## src/rtl/countdown_timer_p_if.sv

```systemverilog
// Control and display bundle of the hh:mm:ss countdown timer.
// The master side (controller / bench) drives the requests and preset;
// the slave side (the timer) returns the BCD count and status flags.
interface countdown_timer_p_if;
   logic        en;
   logic        load;
   logic        start;
   logic        stop;
   logic [23:0] preset;
   logic [23:0] count;
   logic        running;
   logic        done;
   logic        alarm;
   logic        blink;

   modport master (
      output en, load, start, stop, preset,
      input  count, running, done, alarm, blink
   );

   modport slave (
      input  en, load, start, stop, preset,
      output count, running, done, alarm, blink
   );
endinterface

```

## src/rtl/countdown_timer_p.sv

```systemverilog
// hh:mm:ss BCD countdown timer with an internal tick prescaler, start/pause
// control, clamped preset load, and either a timed alarm or auto-reload on
// expiry. Count packing is {hrs1,hrs0,min1,min0,sec1,sec0}.
module countdown_timer_p #(
   parameter int TICK_DIV    = 100_000_000,
   parameter int ALARM_TICKS = 10,
   parameter int AUTO_RELOAD = 0
) (
   input logic              clk,
   input logic              rst,
   countdown_timer_p_if.slave tmr
);

   localparam int PSC_W = (TICK_DIV > 2) ? $clog2(TICK_DIV) : 1;
   localparam int ALM_W = $clog2(ALARM_TICKS + 1);
   localparam logic [PSC_W-1:0] PSC_LAST = PSC_W'(TICK_DIV - 1);
   localparam logic [PSC_W-1:0] PSC_HALF = PSC_W'(TICK_DIV / 2);
   localparam logic [ALM_W-1:0] ALM_LOAD = ALM_W'(ALARM_TICKS);

   typedef enum logic [1:0] {S_IDLE, S_RUN, S_PAUSE, S_ALARM} state_t;

   state_t           state_q, state_d;
   logic [23:0]      count_q, count_d;
   logic [23:0]      reload_q, reload_d;
   logic [PSC_W-1:0] psc_q, psc_d;
   logic [ALM_W-1:0] alm_q, alm_d;
   logic             done_q, done_d;
   logic             running_q, running_d;
   logic             alarm_q, alarm_d;
   logic             blink_q, blink_d;
   logic             tick;

   // Minutes/seconds tens digits saturate at 5, every other digit at 9.
   function automatic logic [23:0] clamp_bcd(input logic [23:0] p);
      logic [23:0] r;
      for (int i = 0; i < 6; i++) begin
         if (i == 1 || i == 3)
            r[i*4 +: 4] = (p[i*4 +: 4] > 4'd5) ? 4'd5 : p[i*4 +: 4];
         else
            r[i*4 +: 4] = (p[i*4 +: 4] > 4'd9) ? 4'd9 : p[i*4 +: 4];
      end
      return r;
   endfunction

   // One-second BCD decrement; a zero digit wraps to its maximum and borrows
   // from the next digit up. Never called with a zero count.
   function automatic logic [23:0] dec_bcd(input logic [23:0] c);
      logic [23:0] r;
      logic        borrow;
      r      = c;
      borrow = 1'b1;
      for (int i = 0; i < 5; i++) begin
         if (borrow) begin
            if (r[i*4 +: 4] == 4'd0) begin
               r[i*4 +: 4] = (i == 1 || i == 3) ? 4'd5 : 4'd9;
            end else begin
               r[i*4 +: 4] = r[i*4 +: 4] - 4'd1;
               borrow      = 1'b0;
            end
         end
      end
      if (borrow) r[23:20] = r[23:20] - 4'd1;
      return r;
   endfunction

   assign tick = (psc_q == PSC_LAST);

   // Next-state logic: load outranks stop, stop outranks start; en gates all but load.
   always_comb begin
      state_d  = state_q;
      count_d  = count_q;
      reload_d = reload_q;
      psc_d    = psc_q;
      alm_d    = alm_q;
      done_d   = 1'b0;

      if (tmr.load && state_q != S_RUN) begin
         count_d  = clamp_bcd(tmr.preset);
         reload_d = clamp_bcd(tmr.preset);
         psc_d    = '0;
         state_d  = S_IDLE;
      end else if (tmr.en) begin
         case (state_q)
            S_IDLE: begin
               if (tmr.start && !tmr.stop && count_q != 24'h0) begin
                  state_d = S_RUN;
                  psc_d   = '0;
               end
            end
            S_RUN: begin
               psc_d = tick ? '0 : psc_q + PSC_W'(1);
               if (tick) begin
                  if (count_q == 24'h000001) begin
                     done_d = 1'b1;
                     if (AUTO_RELOAD != 0) begin
                        count_d = reload_q;
                     end else begin
                        count_d = 24'h0;
                        state_d = S_ALARM;
                        alm_d   = ALM_LOAD;
                     end
                  end else begin
                     count_d = dec_bcd(count_q);
                  end
               end
               // A tick coinciding with stop is still taken, so no second is lost.
               if (tmr.stop && state_d == S_RUN) state_d = S_PAUSE;
            end
            S_PAUSE: begin
               if (tmr.start && !tmr.stop) state_d = S_RUN;
            end
            S_ALARM: begin
               psc_d = tick ? '0 : psc_q + PSC_W'(1);
               if (tick) begin
                  alm_d = alm_q - ALM_W'(1);
                  if (alm_q == ALM_W'(1)) state_d = S_IDLE;
               end
               if (tmr.start || tmr.stop) state_d = S_IDLE;
            end
            default: state_d = S_IDLE;
         endcase
      end

      running_d = (state_d == S_RUN);
      alarm_d   = (state_d == S_ALARM);
      blink_d   = alarm_d && (psc_d < PSC_HALF);
   end

   // State, datapath and registered outputs with asynchronous reset.
   always_ff @(posedge clk or posedge rst) begin
      if (rst) begin
         state_q   <= S_IDLE;
         count_q   <= '0;
         reload_q  <= '0;
         psc_q     <= '0;
         alm_q     <= '0;
         done_q    <= 1'b0;
         running_q <= 1'b0;
         alarm_q   <= 1'b0;
         blink_q   <= 1'b0;
      end else begin
         state_q   <= state_d;
         count_q   <= count_d;
         reload_q  <= reload_d;
         psc_q     <= psc_d;
         alm_q     <= alm_d;
         done_q    <= done_d;
         running_q <= running_d;
         alarm_q   <= alarm_d;
         blink_q   <= blink_d;
      end
   end

   assign tmr.count   = count_q;
   assign tmr.running = running_q;
   assign tmr.done    = done_q;
   assign tmr.alarm   = alarm_q;
   assign tmr.blink   = blink_q;

endmodule

```

## src/flat_wrapper.sv

```systemverilog
// flat-port wrapper written by rule: the top's interface ports become plain ports
module countdown_timer_p_flat 
#(
   parameter int TICK_DIV    = 100_000_000,
   parameter int ALARM_TICKS = 10,
   parameter int AUTO_RELOAD = 0
)
  (clk, rst, tmr_en, tmr_load, tmr_start, tmr_stop, tmr_preset, tmr_count, tmr_running, tmr_done, tmr_alarm, tmr_blink);
  countdown_timer_p_if tmr_i ();
  input logic clk;
  input logic rst;
  input wire logic [$bits(tmr_i.en)-1:0] tmr_en;
  input wire logic [$bits(tmr_i.load)-1:0] tmr_load;
  input wire logic [$bits(tmr_i.start)-1:0] tmr_start;
  input wire logic [$bits(tmr_i.stop)-1:0] tmr_stop;
  input wire logic [$bits(tmr_i.preset)-1:0] tmr_preset;
  output wire logic [$bits(tmr_i.count)-1:0] tmr_count;
  output wire logic [$bits(tmr_i.running)-1:0] tmr_running;
  output wire logic [$bits(tmr_i.done)-1:0] tmr_done;
  output wire logic [$bits(tmr_i.alarm)-1:0] tmr_alarm;
  output wire logic [$bits(tmr_i.blink)-1:0] tmr_blink;
  assign tmr_i.en = tmr_en;
  assign tmr_i.load = tmr_load;
  assign tmr_i.start = tmr_start;
  assign tmr_i.stop = tmr_stop;
  assign tmr_i.preset = tmr_preset;
  assign tmr_count = tmr_i.count;
  assign tmr_running = tmr_i.running;
  assign tmr_done = tmr_i.done;
  assign tmr_alarm = tmr_i.alarm;
  assign tmr_blink = tmr_i.blink;
  countdown_timer_p #(.TICK_DIV(TICK_DIV), .ALARM_TICKS(ALARM_TICKS), .AUTO_RELOAD(AUTO_RELOAD)) u_core (.clk(clk), .rst(rst), .tmr(tmr_i));
endmodule
```

## config.mk

```make
export PLATFORM = sky130hd
export DESIGN_NAME = countdown_timer_p_flat
export DESIGN_NICKNAME = d
export VERILOG_FILES = /design/src/rtl/countdown_timer_p_if.sv /design/src/rtl/countdown_timer_p.sv /design/src/flat_wrapper.sv
export SDC_FILE = /design/constraint.sdc
export NUM_CORES = 1
export LEC_CHECK = 0
export CAP_MARGIN = 20
export CORE_ASPECT_RATIO = 1.75
export CORE_UTILIZATION = 45
export DETAILED_ROUTE_END_ITERATION = 10
export DONT_BUFFER_PORTS = 1
export GPL_ROUTABILITY_DRIVEN = 0
export SLEW_MARGIN = 20
export SYNTH_ARGS = -nofsm -noshare
export SYNTH_HDL_FRONTEND = slang
export SYNTH_SLANG_ARGS = --single-unit
```

## constraint.sdc

```tcl
create_clock -name clk -period 2.8 [get_ports clk]
set_clock_uncertainty 0.2 [all_clocks]
set_input_delay 0.56 -clock clk [delete_from_list [all_inputs] [get_ports clk]]
set_output_delay 0.56 -clock clk [all_outputs]
set_load 0.05 [all_outputs]
```

# --- Word level (Yosys, flattened, before mapping) ---
# Index checks and enable logic that the tools add are counted.
word_totals:
  ff_bits: 61
  latch_bits: 0
  mem_bits_rw: 0
  romBits: 0
  inputBits: 30
  out_inout_bits: 28
  mem_count: 0
classes:
  add_sub_neg: 8
  mul: 0
  div: 0
  order_cmp: 7
  n_eq_ne: 13
  n_shift: 0
  mux: 83
  n_bitwise: 1
  n_reduce_logical: 31
ops:
  columns: ["op", "count"]
  rows:
  - ["$mux 24", 5]
  - ["$mux 27", 4]
  - ["$mux 4", 19]
  - ["$pmux 27 s2", 1]
  - ["$mux 1", 39]
  - ["$sub 4x1->4 const B", 7]
  - ["$add 27x1->27 const B", 1]
  - ["$eq 27x27->1 const B", 1]
  - ["$lt 27x26->1 const B", 1]
  - ["$mux 2", 13]
  - ["$eq 24x1->1 const B", 1]
  - ["$reduce_bool 24->1", 1]
  - ["$logic_not 4->1", 5]
  - ["$reduce_and 4->1", 5]
  - ["$gt 4x4->1 const B", 4]
  - ["$reduce_bool 3->1", 5]
  - ["$gt 4x3->1 const B", 2]
  - ["$ne 2x1->1 const B", 4]
  - ["$pmux 2 s4", 1]
  - ["$pmux 4 s2", 1]
  - ["$reduce_bool 2->1", 4]
  - ["$eq 2x1->1 const B", 3]
  - ["$eq 2x2->1 const B", 3]
  - ["$reduce_and 6->1", 1]
  - ["8 further kinds", 12]

# --- Depth between registers and ports, before layout ---
# Gate-level depths: netlist of the first run.
logic_depth:
  ltp_word: 37
  depth_mapped: 11
  mapped_depth_nobuf: 10

# --- Worst setup path before layout of the first run ---
# OpenSTA, ideal clock, no wires.
synth_timing:
  kind: "register to register"
  from: "register u_core.count_q[8] (netlist: u_core.tmr.count[8])"
  to: "register u_core.blink_q (netlist: u_core.tmr.blink)"
  setup_time_ns: 0.133
  arrival_ns: 2.901
  required_ns: 2.467
  path_slack_ns: -0.434
  stages_incl_launch_ff: 11
  period_less_slack_ns: 3.234
  path_cell_list: "dfrtp_1 > inv_1 > ha_1 > or3b_2 > nor3_2 > a21oi_1 > nor3_1 > o21ai_1 > o31a_1 > a211oi_1 > a31oi_1"
synth_between:
  elab_chain_cells: 14
  elab_cells_between_ends: 22
  cone_classes: "1 x order compare; 3 x eq/ne; 14 x mux; 4 x reduce/logical"
synth_rtl:
  columns: ["element", "line_no", "text"]
  rows:
  - ["start: declaration", "countdown_timer_p.sv:23", "logic [23:0] count_q, count_d;"]
  - ["start signal: assignment", "countdown_timer_p.sv:143", "count_q <= count_d;"]
  - ["$eq 24x1->1", "countdown_timer_p.sv:93", "if (count_q == 24'h000001) begin"]
  - ["$mux 2", "countdown_timer_p.sv:93", null]
  - ["$mux 2", "countdown_timer_p.sv:92", "if (tick) begin"]
  - ["$mux 2", "countdown_timer_p.sv:83", "case (state_q)"]
  - ["$mux 2", "countdown_timer_p.sv:82", "end else if (tmr.en) begin"]
  - ["$mux 2", "countdown_timer_p.sv:77", "if (tmr.load && state_q != S_RUN) begin"]
  - ["$eq 2x1->1", "countdown_timer_p.sv:107", "if (tmr.stop && state_d == S_RUN) state_d = S_PAUSE;"]
  - ["$logic_and 1x1->1", "countdown_timer_p.sv:107", null]
  - ["$mux 2", "countdown_timer_p.sv:107", null]
  - ["$pmux 2 s4", "countdown_timer_p.sv:83", null]
  - ["$mux 2", "countdown_timer_p.sv:82", null]
  - ["$mux 2", "countdown_timer_p.sv:77", null]
  - ["$eq 2x2->1", "countdown_timer_p.sv:125", "alarm_d = (state_d == S_ALARM);"]
  - ["$logic_and 1x1->1 *", "countdown_timer_p.sv:126", "blink_d = alarm_d && (psc_d < PSC_HALF);"]
  - ["via u_core.blink_d", "countdown_timer_p.sv:30", "logic blink_q, blink_d;"]
  - ["end signal: assignment", "countdown_timer_p.sv:150", "blink_q <= blink_d;"]
  - ["end: declaration", "countdown_timer_p.sv:30", null]
# Mark *: on every way through the listed nets, which the timed path passes. The rest lies on a longest branch. The select of a mux whose other input is x is not followed.
# A chain may end at the register's enable or synchronous reset.

# --- Worst setup path in the final report of the first run ---
layout_timing:
  from: "register u_core.psc_q[8]"
  to: "register u_core.blink_q (netlist: u_core.tmr.blink)"
layout_between:
  elab_cells_between_ends: 22
  cone_classes: "1 x add/sub; 1 x order compare; 3 x eq/ne; 15 x mux; 2 x reduce/logical"
layout_lines:
  columns: ["element", "line_no", "text"]
  rows:
  - ["start: declaration", "countdown_timer_p.sv:25", "logic [PSC_W-1:0] psc_q, psc_d;"]
  - ["start signal: assignment", "countdown_timer_p.sv:145", "psc_q <= psc_d;"]
  - ["$add 27x1->27 / $eq 27x27->1 (equally long branches)", "countdown_timer_p.sv:91, countdown_timer_p.sv:113, countdown_timer_p.sv:66", null]
  - ["$mux 27 *", "countdown_timer_p.sv:91, countdown_timer_p.sv:113", null]
  - ["$pmux 27 s2 *", "countdown_timer_p.sv:83", null]
  - ["$mux 27 *", "countdown_timer_p.sv:82", null]
  - ["$mux 27 *", "countdown_timer_p.sv:77", null]
  - ["via u_core.psc_d[9]", "countdown_timer_p.sv:25", null]
  - ["$lt 27x26->1 *", "countdown_timer_p.sv:126", null]
  - ["$logic_and 1x1->1 *", "countdown_timer_p.sv:126", null]
  - ["via u_core.blink_d", "countdown_timer_p.sv:30", null]
# Marks and branches as above.

==> results of run 1 <==
-- cells by family after synthesis --
group	after synthesis
xor gates and xnor gates	7
AOI/OAI and AO/OA	142
and+or+nand+nor	223
buffers and inverters	47
DFF	61
adders and majority gates	12
muxes	2
-- cells in the mapped netlist, types with 4 or more instances --
library cell and number:
clkbuf_1 13, xor2_1 6, inv_1 30, ha_1 12, and2_1 6, o21ai_0 35, a21oi_1 45, nor3b_1 9
nand3_1 22, nand2b_1 6, and3_1 15, o21ai_1 8, o31ai_1 10, nand4_1 9, nand2_1 37, or3_1 8
dfrtp_1 61, nor3_1 22, nor2_1 57, a31oi_1 9, a211oi_1 7, nor4bb_1 4, nor4_1 4, a21o_1 5
-- cell type report --
| class | count | area, µm² | area share (%) |
|---|---|---|---|
| inverter | 30 | 113 | 2.07 |
| sequential | 61 | 1540 | 28.3 |
| multi-input combinational | 386 | 2470 | 45.4 |
| timing repair buffer | 108 | 842 | 15.5 |
| clock inverter | 2 | 37.5 | 0.689 |
| clock buffer | 14 | 294 | 5.40 |
| tap | 117 | 146 | 2.69 |
-- repair_timing --
action | 4_1_cts | 5_1_grt
setup buffers | 1 | 6
pin swaps | 3 | 10
hold buffers | 1 | 0
endpoints found under the hold margin | 42 | 0
resized for setup | 2 | 30
setup endpoints to repair | 5 | 30
-- worst max path at each step --
stage                           startpoint                    endpoint  slack [ps]  cells past startpoint
2_1_floorplan  u_core.psc_q[0]$_DFFE_PP0P_  u_core.tmr.blink$_DFF_PP0_         -60                     10
3_3_place_gp     u_core.psc_q[8]$_DFF_PP0_  u_core.tmr.blink$_DFF_PP0_         -70                      8
3_5_place_dp                      tmr_stop  u_core.tmr.blink$_DFF_PP0_        -110                      8
4_1_cts          u_core.psc_q[8]$_DFF_PP0_  u_core.tmr.blink$_DFF_PP0_        -100                      8
5_1_grt         u_core.psc_q[12]$_DFF_PP0_  u_core.tmr.blink$_DFF_PP0_        -190                      8
6_report         u_core.psc_q[8]$_DFF_PP0_  u_core.tmr.blink$_DFF_PP0_        -130                      8
-- routing by layer --
layer	wire, µm	track usage (%)	vias to the layer above
li1	-	-	2026
met1	4450	30.6	2077
met2	7340	55.8	208
met3	749	6.43	68
met4	760	20.6	0
met5	0	0	-
-- worst register-to-register path: stages, from the launching register on --
cell and delay (ps):
dfrtp_1 450, nor4bb_1 290, nand4_1 160, or4_4 570, o211a_1 130, o221a_1 230, or4b_4 490, a41o_1 210
a31oi_1 150
-- sequential cells by signal, summed over array words and instances, names as in the netlist --
register / flops
u_core.tmr.count: 24
u_core.state_q: 2
u_core.tmr.done: 1
u_core.alm_q: 4
u_core.tmr.blink: 1
u_core.tmr.alarm: 1
u_core.psc_q: 27
u_core.tmr.running: 1
-- power by group --
group | total [mW] | internal (mW) | switching (mW)
registers | 1.08 | 0.989 | 0.0878
logic | 1.17 | 0.395 | 0.773
clock network | 1.23 | 0.810 | 0.415
total | 3.47 | 2.19 | 1.28
-- through the flow --
| step | hold WS (ps) | cells | instance area [µm²] | worst slack [ps] |
|---|---|---|---|---|
| after floorplan | 267 | 494 | 4080 | -56.8 |
| after global placement | 299 | 695 | 4930 | -65.8 |
| after detailed placement | 310 | 695 | 4930 | -112 |
| after CTS | 185 | 713 | 5290 | -102 |
| after global routing | 182 | 718 | 5440 | -188 |
| final | 183 | 718 | 5440 | -129 |
==> flow_summary.toml, run 1 <==
[timing]
rsz0062_at_grt = "true"
final_max_slew_viol_count = 0
worst_pin_slew_ps = 497
relSlewSlack_pct = 66.9
hold_viol = 0
fin_crit_ps = 2930
fin_ws_ps = -129
fmax_mhz = 341
setup_violations = 1
period_share_pct = 105
tns_ps = -129

[grt]
grt_usage_pct = 30.9
antenna_found_initial = 0
grt_max_degree = 62
grt_first_pass_wirelength_um = 21500
grt_pass1_vias = 4461
grt_overflow = 0

[routing]
vias = 4379
wl_um = 13300
drt-pass1-iter-count = 7
drc = 0
avgViaCountPerCell = 6.10
antenna_left = 0
wl_per_cell_um = 18.5
drtIter0Drc = 504

[floorplanning]
fp.dieW_um = 73.2
core_area_um2 = 8610
ios = 58
start_util_pct = 46.4
die_area_um2 = 9270
die_h_um = 127
num_rows = 45

[placement]
hpwl_um = 9930
place.port_buffers = 0

[hold_path]
hold_depth = 2
min_path_type = "primary input to flop"
holdPathEnd = "u_core.tmr.count[2]$_DFFE_PP0P_"
hp-start = "tmr_preset[2]"

[setup_path]
path_buf_inv = 0
slowest_stage = "or4_4"
reg2reg_to = "u_core.tmr.blink$_DFF_PP0_"
r2r_start = "u_core.psc_q[8]$_DFF_PP0_"
critPathMaxStageDelay_ps = 570
cp-start-kind = "flop"
cp.arrival_ps = 3000
path_cells = "nor4bb_1 -> nand4_1 -> or4_4 -> o211a_1 -> o221a_1 -> or4b_4 -> a41o_1 -> a31oi_1"
reg2reg_setup_slack_ps = -130
r2r_cells = 8
crit_fanout = 4
worstPathRequired_ps = 2870
critical_path_class = "flop to flop"
crit_path_end_kind = "flop"
critPathTopFamily = "simple AND/OR/NAND/NOR gates"

[synth]
yosysSeqAreaShare_pct = 38.2
synth-edff-count = 0
synth_top_area_share_pct = 38.2
ys_warn_count = 0
synth_area_leaders = "dfrtp_1, a21oi_1, nor2_1, o21ai_0, ha_1"
synth_cells = 494
synth_cell_types = 59
synth-xor-area-share_pct = 1.54
ys_seq_elements = 61
synth_area_leader_cell = "dfrtp_1"
ys.flop_type = "dfrtp_1"
async_flop_share_pct = 100
synth_top_family_by_area = "simple AND/OR/NAND/NOR gates"
synthMuxAreaShare_pct = 0.501
synthAdderAreaFrac_pct = 3.76
synth_compound_area_share_pct = 21.6
synth_area_um2 = 3990
syn_avg_cell_area_um2 = 8.08
syn_nets = 536
synthSimpleGateAreaFrac_pct = 29.7

[clock_tree]
cts_root_buf = "clkbuf_16"
cts_tree = "done"
cts_buffers = 9
cts_max_level = 3
clock_path_buffers = 2
clk-insertion-delay-late_ps = 340
cts.sinks = 61
cts.clk_slew.worst_paths_ps = 60

[finish]
syn2layout_area_growth_pct = 36.3
nNetsFinal = 638
final_cell_mix = "buf_4, nor2_1, dfrtp_1"
diodes = 0
layout_commonest_cell = "buf_4"
drive_gt1_share_pct = 30.4
finish.utilization_pct = 63.2
fillers = 750

[run]
maxCapViolations = 0

[outcome]
status = "finished, violations left"
violations = "setup timing"

[pwr]
p_per_area_nw_per_um2 = 638
power_mw = 3.47
vdd_drop_max_uv = 491
leakagePower_nw = 2.48
No activity file was read; power rests on OpenSTA's default activity.
==> inputs of run 2 (changes only) <==
CORE_MARGIN = 10   (was default)
==> run 2 against run 1 <==
The flow still finishes with violations (setup timing). Cell area grew 5.2%. Sequential power is essentially flat. Die area up 42%. Sequential share of layout area down 1.4 points. Total power increased by 0.44%. Hold slack worse by 9.7 ps. Worst setup slack worse by 4.4 ps. Maximum frequency fell by 0.15%. Count of clock-buffer cells in the layout fell by 4. Global-route usage decreased by 9.7 points. Critical path type unchanged. Highest routed layer unchanged.
==> flow_summary.toml, run 2 (same netlist as run 1, synthesis figures left out) <==
[routing]
wl_per_cell_um = 19.4
wl_um = 14200
drtIter0Drc = 218
vias = 4445
drt-pass1-iter-count = 5
drc = 0
antenna_left = 0
avgViaCountPerCell = 6.09

[floorplanning]
core_area_um2 = 8670
num_rows = 45
start_util_pct = 46.1
fp.dieW_um = 91.2
die_h_um = 145
ios = 58
die_area_um2 = 13200

[placement]
hpwl_um = 10700
place.port_buffers = 0
place_inst = 704
pre_cts_slack_ps = -207

[finish]
final_cell_mix = "buf_4, nor2_1, dfrtp_1"
regArea_um2 = 1540
fillers = 734
multiInputGateArea_um2 = 2640
final_cells = 730
drive_gt1_share_pct = 35.4
layout_commonest_cell = "buf_4"
diodes = 0
syn2layout_area_growth_pct = 43.5
largest_reg_flops = 27
nNetsFinal = 650
top_register = "u_core.psc_q"

[pwr]
vdd_drop_max_uv = 519
power.internal_mw = 2.19
switchingPower_mw = 1.30
p_seq_share_pct = 30.6
swShare_pct = 37.3
p_per_area_nw_per_um2 = 609
pwr-share-clk_pct = 34.2
p_comb_share_pct = 35.2
leakagePower_nw = 2.61

[outcome]
status = "finished, violations left"
violations = "setup timing"

[setup_path]
cp.arrival_ps = 3000
cp_common_cell = "buf_6"
slowest_stage = "or4b_4"
crit_path_end_kind = "flop"
cp-start-kind = "flop"
critical_path_class = "flop to flop"
worstPathRequired_ps = 2860
crit_fanout = 7
path_cells = "buf_6 -> nor4bb_2 -> nand4_1 -> buf_6 -> nor3_4 -> o211ai_1 -> a21oi_1 -> or4b_4 -> a41o_1 -> a31oi_1"
critPathMaxStageDelay_ps = 470

[clock_tree]
clock_path_buffers = 2
clk-insertion-delay-late_ps = 340
cts_max_level = 3
cts_root_buf = "clkbuf_16"
cts_buffers = 9
cts.sinks = 61
cts_tree = "done"
cts.clk_slew.worst_paths_ps = 60

[timing]
worst_pin_slew_ps = 563
fin_crit_ps = 2930
period_share_pct = 105
hold_viol = 0
setup_violations = 12
rsz0062_at_grt = "true"
fmax_mhz = 341
relSlewSlack_pct = 62.5
fin_ws_ps = -133
final_max_slew_viol_count = 0

[grt]
grt_overflow = 0
grt_pass1_vias = 4480
grt_usage_pct = 21.2
antenna_found_initial = 0
grt_first_pass_wirelength_um = 22000
grt_max_degree = 34

[hold_path]
min_path_type = "primary input to flop"

[run]
maxCapViolations = 0
[run 2: cell count changes in the layout (fill, tap and decap cells not counted), sizes merged]
cell and change:
inv +1, buf +12, clkbuf -4, bufinv +1, clkinv +2
[run 2: path summary, 6_finish.rpt]
| kind | from | slack [ps] | to | cells after the start |
|---|---|---|---|---|
| min in group asynchronous | rst | 320 | u_core.tmr.count[13]$_DFFE_PP0P_ | 2 |
| worst min register to register | u_core.alm_q[3]$_DFFE_PP0P_ | 320 | u_core.alm_q[3]$_DFFE_PP0P_ | 2 |
| worst min-delay path | tmr_preset[2] | 170 | u_core.tmr.count[2]$_DFFE_PP0P_ | 2 |
| max in group asynchronous | rst | 1440 | u_core.tmr.count[9]$_DFFE_PP0P_ | 3 |
| worst max-delay path | u_core.psc_q[12]$_DFF_PP0_ | -130 | u_core.tmr.blink$_DFF_PP0_ | 10 |
| worst max register to register | u_core.psc_q[12]$_DFF_PP0_ | -130 | u_core.tmr.blink$_DFF_PP0_ | 10 |
[run 2: power by group through the flow]
stage	combinational, mW	sequential [mW]	clock, mW
2_1_floorplan	0.383	1.44	0
3_3_place_gp	1.13	1.07	0
3_5_place_dp	1.15	1.07	0
4_1_cts	1.17	1.06	1.21
5_1_grt	1.33	1.08	1.25
6_report	1.23	1.07	1.19
[run 2: what timing repair did]
action	CTS	global route
gates resized for setup	15	64
endpoints found under the setup margin	18	36
hold endpoints to repair	1	0
pin swaps	6	17
setup buffers	1	8
hold buffers	1	0
[run 2: routing by layer]
layer | wire (µm) | global-route usage (%) | share of wire [%]
met1 | 4500 | 18.5 | 32
met2 | 7750 | 40.2 | 55
met3 | 1030 | 6.59 | 7.3
met4 | 884 | 14.6 | 6.2
met5 | 0 | 0 | 0
[run 2: metrics by stage]
stage               utilization (%)  hold WS (ps)  power (mW)  area (µm²)  setup TNS, ps
finish                         66.1           173        3.49        5730           -585
global route                   66.1           185        3.66        5730          -2860
CTS                            62.4           170        3.43        5410          -72.8
detailed placement             57.6          96.6        2.22        5000          -1260
global placement               57.6          95.4        2.20        5000           -607
floorplan                         -           267        1.82        4080          -56.8
[run 2: final cells by class]
| class | count | share of cell area (%) |
|---|---|---|
| repair buffers | 120 | 16.9 |
| flip-flops and latches | 61 | 26.9 |
| well taps | 117 | 2.56 |
| inverters | 30 | 1.97 |
| clock inverters | 6 | 1.51 |
| multi-input cells | 386 | 46.1 |
| clock buffers | 10 | 4.00 |
[run 2: critical path: cells and delay by family (launching register included)]
family          cells  cell delay [ps]
compound gates      4              670
buf+inv             2              390
flops               1              390
simple gates        4             1220
==> inputs of run 3 (changes only) <==
GPL_ROUTABILITY_DRIVEN = default   (was 0)
SETUP_SLACK_MARGIN = 0.1   (was default)
==> run 3 against run 2 <==
The flow still finishes with violations (setup timing). Non-clock buffer count is 23 higher. Hold slack better by 6.1 ps. Core utilization is 2.9 points higher. Worst setup slack better by 0.89 ps. First-iteration DRC count is 26% higher. Sequential share of layout area is 1.1 points lower. Wire length is 5.9% higher. Critical path depth is 3 lower. Maximum frequency hardly changed. Cell count is 3.3% higher. Cell area is 4.4% higher. Largest power group unchanged.
==> flow_summary.toml, run 3 (same netlist as run 1, synthesis figures left out) <==
[finish]
syn2layout_area_growth_pct = 49.8
largest_reg_flops = 27
finish.utilization_pct = 69.0
diodes = 0
fillers = 728
layout_commonest_cell = "buf_4"
drive_gt1_share_pct = 40.8
nNetsFinal = 674
top_register = "u_core.psc_q"
final_cell_mix = "buf_4, nor2_1, dfrtp_1"

[setup_path]
cp.depth = 7
crit_path_end_kind = "flop"
critPathTopFamily = "simple AND/OR/NAND/NOR gates"
cp.arrival_ps = 2990
path_buf_inv = 0
worstPathRequired_ps = 2860
cp-start-kind = "flop"
r2r_cells = 7
critical_path_class = "flop to flop"
slowest_stage = "or4_4"
path_cells = "or4b_1 -> or4_4 -> o211a_1 -> o221a_1 -> or4b_4 -> a41o_1 -> a31oi_1"
crit_fanout = 3
critPathMaxStageDelay_ps = 550

[routing]
drc = 0
drtIter0Drc = 275
avgViaCountPerCell = 6.06
wl_um = 15000
antenna_left = 0
wl_per_cell_um = 19.9
vias = 4569
drt-pass1-iter-count = 5

[clock_tree]
clock_path_buffers = 2
cts_tree = "done"
cts_max_level = 3
cts.sinks = 61
cts_buffers = 9
clk-insertion-delay-late_ps = 340
cts_root_buf = "clkbuf_16"
cts.clk_slew.worst_paths_ps = 60

[grt]
grt_overflow = 0
antenna_found_initial = 0
grt_pass1_vias = 4708
grt_usage_pct = 22.3
grt_max_degree = 36
grt_first_pass_wirelength_um = 23300

[floorplanning]
die_h_um = 145
num_rows = 45
start_util_pct = 46.1
ios = 58
die_area_um2 = 13200
fp.dieW_um = 91.2
core_area_um2 = 8670

[timing]
hold_viol = 0
fmax_mhz = 341
fin_crit_ps = 2930
final_max_slew_viol_count = 0
rsz0062_at_grt = "true"
worst_pin_slew_ps = 614
relSlewSlack_pct = 59.0
fin_ws_ps = -132
period_share_pct = 105
setup_violations = 1

[outcome]
violations = "setup timing"
status = "finished, violations left"

[hold_path]
hold_depth = 2
min_path_type = "primary input to flop"

[pwr]
leakagePower_nw = 2.70
p_per_area_nw_per_um2 = 587
power_mw = 3.51
vdd_drop_max_uv = 483

[placement]
place.port_buffers = 0
place_congestion = 0.959
hpwl_um = 11100
pre_cts_slack_ps = -146

[run]
maxCapViolations = 0
-- run 3: layer usage --
layer  share of wire, %  track usage, %  wire length, µm  up-vias
li1                   -               -                -     2093
met1                 32            20.3             4790     2177
met2                 55            42.7             8320      213
met3                6.3            4.98              943       86
met4                6.4            15.1              959        0
met5                  0               0                0        -
-- run 3: final cells by class --
type                            count  area, µm²  share of cell area [%]
Inverter                           30        113                    1.88
Clock buffer                       13        260                    4.35
Tap cell                          117        146                    2.45
Clock inverter                      3       46.3                   0.774
Timing Repair Buffer              143       1150                    19.2
Multi-Input combinational cell    387       2730                    45.6
Sequential cell                    61       1540                    25.8
-- run 3: per-stage QoR --
| stage | TNS, ps | instances | hold slack [ps] | cell area (µm²) |
|---|---|---|---|---|
| 6_report | -132 | 754 | 179 | 5980 |
| 5_1_grt | -452 | 754 | 191 | 5980 |
| 4_1_cts | -81.4 | 742 | 182 | 5650 |
| 3_5_place_dp | -778 | 711 | 308 | 5090 |
| 3_3_place_gp | -442 | 711 | 302 | 5090 |
| 2_1_floorplan | -56.8 | 494 | 267 | 4130 |
-- run 3: path summary, 6_finish.rpt --
check	slack [ps]	endpoint	start
max	-130	u_core.tmr.blink$_DFF_PP0_	u_core.psc_q[11]$_DFF_PP0_
min	180	u_core.tmr.count[2]$_DFFE_PP0P_	tmr_preset[2]
max reg2reg	-130	u_core.tmr.blink$_DFF_PP0_	u_core.psc_q[11]$_DFF_PP0_
min reg2reg	300	u_core.alm_q[3]$_DFFE_PP0P_	u_core.alm_q[3]$_DFFE_PP0P_
max in group asynchronous	1200	u_core.psc_q[8]$_DFF_PP0_	rst
min in group asynchronous	570	u_core.tmr.count[9]$_DFFE_PP0P_	rst
-- run 3: worst register-to-register path, cell delays in order (launching register included) --
cell and delay, ps:
dfrtp_1 390, or4b_1 540, or4_4 550, o211a_1 130, o221a_1 220, or4b_4 490
a41o_1 190, a31oi_1 150
-- run 3: timing repair --
action	CTS	global route
endpoints found under the hold margin	20	0
pin swaps	21	20
endpoints found under the setup margin	24	37
gates cloned	1	0
setup buffers	13	12
hold buffers	1	0
resized for setup	34	68
-- run 3: power breakdown --
group | leakage [nW] | switching, mW | internal, mW
Combinational | 1.77 | 0.833 | 0.453
Sequential | 0.786 | 0.0883 | 0.989
Clock | 0.146 | 0.412 | 0.739
